==> config.mk <==
export PLATFORM = sky130hd
export DESIGN_NAME = spi_request_arbiter
export DESIGN_NICKNAME = d
export VERILOG_FILES = /design/src/rtl/spi_request_arbiter.sv
export SDC_FILE = /design/constraint.sdc
export NUM_CORES = 1
export LEC_CHECK = 0
export CORE_AREA = 2 2 69 71
export CTS_CLUSTER_DIAMETER = 30
export DETAILED_ROUTE_END_ITERATION = 6
export DIE_AREA = 0 0 71 73
export GPL_ROUTABILITY_DRIVEN = 0
export HOLD_SLACK_MARGIN = 0.06
export PLACE_DENSITY = 0.83
export SYNTH_ARGS = -nofsm -noshare
export SYNTH_HDL_FRONTEND = slang
export SYNTH_SLANG_ARGS = --single-unit
==> constraint.sdc <==
create_clock -name CLK -period 3.2 [get_ports CLK]
set_clock_uncertainty 0.05 [all_clocks]
set_input_delay 0.64 -clock CLK [delete_from_list [all_inputs] [get_ports CLK]]
set_output_delay 0.64 -clock CLK [all_outputs]
set_load 0.02 [all_outputs]
==> src/rtl/spi_request_arbiter.sv <==
// spi_request_arbiter: round-robin sharing of one SPI master among four
// requesters. A winner's slave select and register address are registered
// onto the master for a fixed window, then the master's byte is captured and
// returned with a one-cycle ACK.
module spi_request_arbiter #(
  parameter int unsigned XFER_CYCLES = 50
) (
  input  logic        CLK,
  input  logic        RST_N,
  input  logic [3:0]  REQ,
  input  logic [7:0]  REQ_SS_ADDR,
  input  logic [31:0] REQ_DATA_ADDR,
  input  logic [7:0]  M_DATA,
  output logic [1:0]  SS_ADDR,
  output logic [7:0]  DATA_ADDR,
  output logic [3:0]  GNT,
  output logic [3:0]  ACK,
  output logic [7:0]  RDATA,
  output logic        BUSY
);

  localparam int unsigned CNT_W = (XFER_CYCLES > 32'd1) ? $clog2(XFER_CYCLES) : 1;
  localparam logic [CNT_W-1:0] CNT_LOAD = CNT_W'(XFER_CYCLES - 32'd1);

  typedef enum logic [1:0] {
    ST_IDLE = 2'd0,
    ST_XFER = 2'd1,
    ST_DONE = 2'd2
  } state_e;

  // Round-robin search starting at pri; result is {found, index}.
  // The loop runs from the farthest offset down so the nearest hit wins.
  function automatic logic [2:0] rr_pick(input logic [3:0] req, input logic [1:0] pri);
    logic [2:0] res;
    logic [1:0] idx;
    res = 3'b000;
    for (int k = 3; k >= 0; k--) begin
      idx = pri + 2'(k);
      res = req[idx] ? {1'b1, idx} : res;
    end
    return res;
  endfunction

  state_e           state_q, state_d;
  logic [1:0]       pri_q, pri_d;
  logic [CNT_W-1:0] cnt_q, cnt_d;
  logic [1:0]       ss_q, ss_d;
  logic [7:0]       da_q, da_d;
  logic [3:0]       gnt_q, gnt_d;
  logic [3:0]       ack_q, ack_d;
  logic [7:0]       rdata_q, rdata_d;
  logic             busy_q, busy_d;
  logic [2:0]       pick_s;
  logic [1:0]       win_s;

  assign pick_s = rr_pick(REQ, pri_q);
  assign win_s  = pick_s[1:0];

  // State and output registers; reset aborts any transfer without an ACK.
  always_ff @(posedge CLK or negedge RST_N) begin
    if (!RST_N) begin
      state_q <= ST_IDLE;
      pri_q   <= 2'd0;
      cnt_q   <= '0;
      ss_q    <= 2'd0;
      da_q    <= 8'd0;
      gnt_q   <= 4'd0;
      ack_q   <= 4'd0;
      rdata_q <= 8'd0;
      busy_q  <= 1'b0;
    end else begin
      state_q <= state_d;
      pri_q   <= pri_d;
      cnt_q   <= cnt_d;
      ss_q    <= ss_d;
      da_q    <= da_d;
      gnt_q   <= gnt_d;
      ack_q   <= ack_d;
      rdata_q <= rdata_d;
      busy_q  <= busy_d;
    end
  end

  // Next-state logic: grant in IDLE, count down the window, capture and ACK.
  always_comb begin
    state_d = state_q;
    pri_d   = pri_q;
    cnt_d   = cnt_q;
    ss_d    = ss_q;
    da_d    = da_q;
    gnt_d   = gnt_q;
    ack_d   = ack_q;
    rdata_d = rdata_q;
    busy_d  = busy_q;
    case (state_q)
      ST_IDLE: begin
        if (pick_s[2]) begin
          state_d = ST_XFER;
          gnt_d   = 4'b0001 << win_s;
          ss_d    = REQ_SS_ADDR[{win_s, 1'b0} +: 2];
          da_d    = REQ_DATA_ADDR[{win_s, 3'b000} +: 8];
          cnt_d   = CNT_LOAD;
          busy_d  = 1'b1;
          pri_d   = win_s + 2'd1;
        end else begin
          state_d = ST_IDLE;
        end
      end
      ST_XFER: begin
        // Request inputs are deliberately not looked at here: the window
        // always runs to completion once granted.
        if (cnt_q == '0) begin
          state_d = ST_DONE;
          rdata_d = M_DATA;
          ack_d   = gnt_q;
          gnt_d   = 4'd0;
        end else begin
          cnt_d = cnt_q - 1'b1;
        end
      end
      ST_DONE: begin
        state_d = ST_IDLE;
        ack_d   = 4'd0;
        busy_d  = 1'b0;
      end
      default: begin
        state_d = ST_IDLE;
        gnt_d   = 4'd0;
        ack_d   = 4'd0;
        busy_d  = 1'b0;
      end
    endcase
  end

  assign SS_ADDR   = ss_q;
  assign DATA_ADDR = da_q;
  assign GNT       = gnt_q;
  assign ACK       = ack_q;
  assign RDATA     = rdata_q;
  assign BUSY      = busy_q;

endmodule

==> flow_metrics.py <==
metrics = {
    "route": {
        "final_antenna_net_count": 0,
        "firstDrtPassIters": 4,
        "wl_um": 4610,
        "first_iter_violations": 102,
        "routedWlPerCell_um": 14.1,
        "routed_via_density": 5.30,
        "remaining_drc_errors": 0,
        "vias": 1739,
    },
    "global_route": {
        "overflow": 0,
        "antenna_found_initial": 0,
        "track_usage_pct": 19.4,
        "grt_start_max_net_pins": 38,
        "grt_pass1_vias": 1764,
        "grt_pass1_wl_um": 7890,
    },
    "synthesis": {
        "yosysTopAreaCellShare_pct": 47.1,
        "synthDistinctLibCells": 45,
        "ys_warn_count": 0,
        "synth-main-ff-cell": "dfrtp_1",
        "yosysTopAreaCell": "dfrtp_1",
        "ys_async_sr_fraction_pct": 100,
        "synth_compound_area_share_pct": 15.7,
        "syn_avg_cell_area_um2": 10.3,
        "muxShareOfSynthArea_pct": 10.9,
        "synth-simple-area-share_pct": 18.0,
        "syn_inst": 191,
        "syn_nets": 247,
        "synth-seq-cells": 37,
        "synth_top_family_by_area": "simple AND/OR/NAND/NOR gates",
        "synth-edff-count": 0,
        "synth.area.top_cells": "dfrtp_1 47%, a211oi_1 7.6%, mux2i_1 6.1%, mux2_2 4.0%, nor2_1 3.4%",
        "synthAdderAreaFrac_pct": 1.27,
        "syn-cell-area_um2": 1960,
        "ys_seq_area_share_pct": 47.1,
        "synth_xor_area_share_pct": 1.78,
    },
    "cts": {
        "clk_path_buf_depth": 2,
        "cts_root_buf": "clkbuf_8",
        "hold_buffers": 0,
        "cts_tree": "built",
        "insertion_delay_ns": 0.29,
        "ctsResizeCount": 0,
        "htreeDepth": 2,
        "numCtsBuffers": 5,
        "clk_pin_slew_ns": 0.08,
        "post_cts_buffers": 0,
        "cts_sinks": 37,
    },
    "pwr": {
        "p_switching_uw": 889,
        "power.leakage_uw": 0.00122,
        "p_seq_share_pct": 34.5,
        "vdd.ir_drop.worst_mv": 0.327,
        "power_frac_clock_pct": 17.2,
        "swShare_pct": 37.4,
        "p_total_uw": 2370,
        "p_per_area_nw_per_um2": 815,
        "comb_power_share_pct": 48.3,
        "intPower_uw": 1490,
    },
    "sta": {
        "setup-violations-final": 0,
        "fmax_mhz": 401,
        "hold_viol": 0,
        "tns_ns": 0,
        "period_share_pct": 77.9,
        "timing.final.crit_period_ns": 2.49,
        "fin_ws_ns": 0.706,
        "slew_violations": 0,
        "maxSlewHeadroom_pct": 35.3,
        "worst_slew_pin_slew_ns": 0.971,
        "rsz0062_at_grt": "false",
    },
    "die": {
        "initial_core_util_pct": 43.3,
        "rows": 25,
        "core_region_area_um2": 4540,
        "dieArea_um2": 5180,
        "pin_count": 81,
        "dieWidth_um": 71,
        "die_y_um": 73,
    },
    "layout": {
        "area_delta_synth_final_pct": 48.3,
        "final_common_cell": "clkdlybuf4s50_1",
        "final_nets": 329,
        "n_antenna_cell": 0,
        "drive_above_1_share_pct": 11.3,
        "fin_util_pct": 64.2,
        "fillers": 376,
        "layout_common_cells": "79 x clkdlybuf4s50_1, 37 x dfrtp_1, 20 x a211oi_1",
    },
    "critical_path": {
        "crit_type": "in2reg",
        "reg2reg_from": "pri_q[1]$_DFFE_PN0P_",
        "worstPathMaxFanout": 12,
        "required_ns": 3.31,
        "r2r-end": "SS_ADDR[1]$_DFFE_PN0P_",
        "rr_worst_depth": 5,
        "cp-start-kind": "primary input",
        "cp-end-kind": "register",
        "r2r_setup_slack_ns": 1.17,
        "startpoint": "REQ[3]",
        "cp.arrival_ns": 2.60,
    },
    "worst_hold_path": {
        "hold_path_class": "in2async",
    },
    "status": {
        "outcome": "finished clean",
    },
    "placed_design": {
        "io_buffers": 80,
        "hpwl_um": 3420,
        "place_ws_ns": 0.373,
    },
    "job": {
        "drv_cap": 0,
    },
}
cell type report:
cell class | instances | area [um2] | area share [%]
clock buffers | 5 | 68.8 | 2.36
clock inverters | 3 | 46.3 | 1.59
inverters | 10 | 37.5 | 1.29
multi-input cells | 135 | 941 | 32.3
flip-flops and latches | 37 | 926 | 31.8
well taps | 54 | 67.6 | 2.32
repair buffers | 84 | 826 | 28.4
worst max-delay path, stage by stage:
cell	delay [ns]
clkdlybuf4s50_1	0.58
nor4_2	0.10
nor3_2	0.15
buf_4	0.22
o221ai_1	0.44
a211oi_1	0.39
a211oi_1	0.08
worst max-delay path by stage:
stage | end | slack, ns | depth (start not counted)
after floorplan | cnt_q[0]$_DFFE_PN0P_ | 1.42 | 6
after CTS | SS_ADDR[1]$_DFFE_PN0P_ | 0.67 | 7
after detailed placement | DATA_ADDR[0]$_DFFE_PN0P_ | 0.37 | 7
after global placement | DATA_ADDR[6]$_DFFE_PN0P_ | 0.47 | 7
after global routing | DATA_ADDR[3]$_DFFE_PN0P_ | 0.49 | 7
final | DATA_ADDR[6]$_DFFE_PN0P_ | 0.71 | 7
registers in the layout (all words and copies together) (netlist names):
register   cells
DATA_ADDR      8
RDATA          8
cnt_q          6
ACK            4
GNT            4
SS_ADDR        2
pri_q          2
state_q        2
BUSY           1
synth_stat cells (3+ instances only):
| cell type | instances |
|---|---|
| a211oi_1 | 20 |
| a21oi_1 | 5 |
| buf_2 | 4 |
| dfrtp_1 | 37 |
| inv_1 | 10 |
| mux2_2 | 7 |
| mux2i_1 | 12 |
| nand2_1 | 16 |
| nand3_1 | 5 |
| nor2_1 | 18 |
| nor3_1 | 12 |
| o21ai_0 | 5 |
| xor2_1 | 3 |
stage by stage:
stage	hold WS (ns)	instance area [um2]	cells
finish	0.392	2910	328
global route	0.452	2910	328
CTS	0.414	2910	328
detailed placement	0.441	2800	320
global placement	0.428	2800	320
floorplan	0.294	1960	191
cell families (layout without fill, tap and decap cells):
family                     after synthesis  count (layout)
AOI/OAI and AO/OA                       43              43
xor gates and xnor gates                 4               4
adders and majority gates                2               2
buffers and inverters                   19             102
DFF                                     37              37
muxes                                   20              20
and+or+nand+nor                         66              66
routing by layer:
layer	global-route usage, %	vias up	wire length, um
li1	-	856	-
met5	0	-	0
met3	7.32	5	377
met2	32.6	66	2260
met4	6.71	0	38
met1	22.9	812	1940
power groups by stage:
stage	combinational, uW	sequential, uW	clock [uW]
2_1_floorplan	514	990	0
3_3_place_gp	1130	817	0
3_5_place_dp	1160	826	0
4_1_cts	1160	818	417
5_1_grt	1260	848	436
6_report	1150	818	408
(Power assumes the default switching activity.)
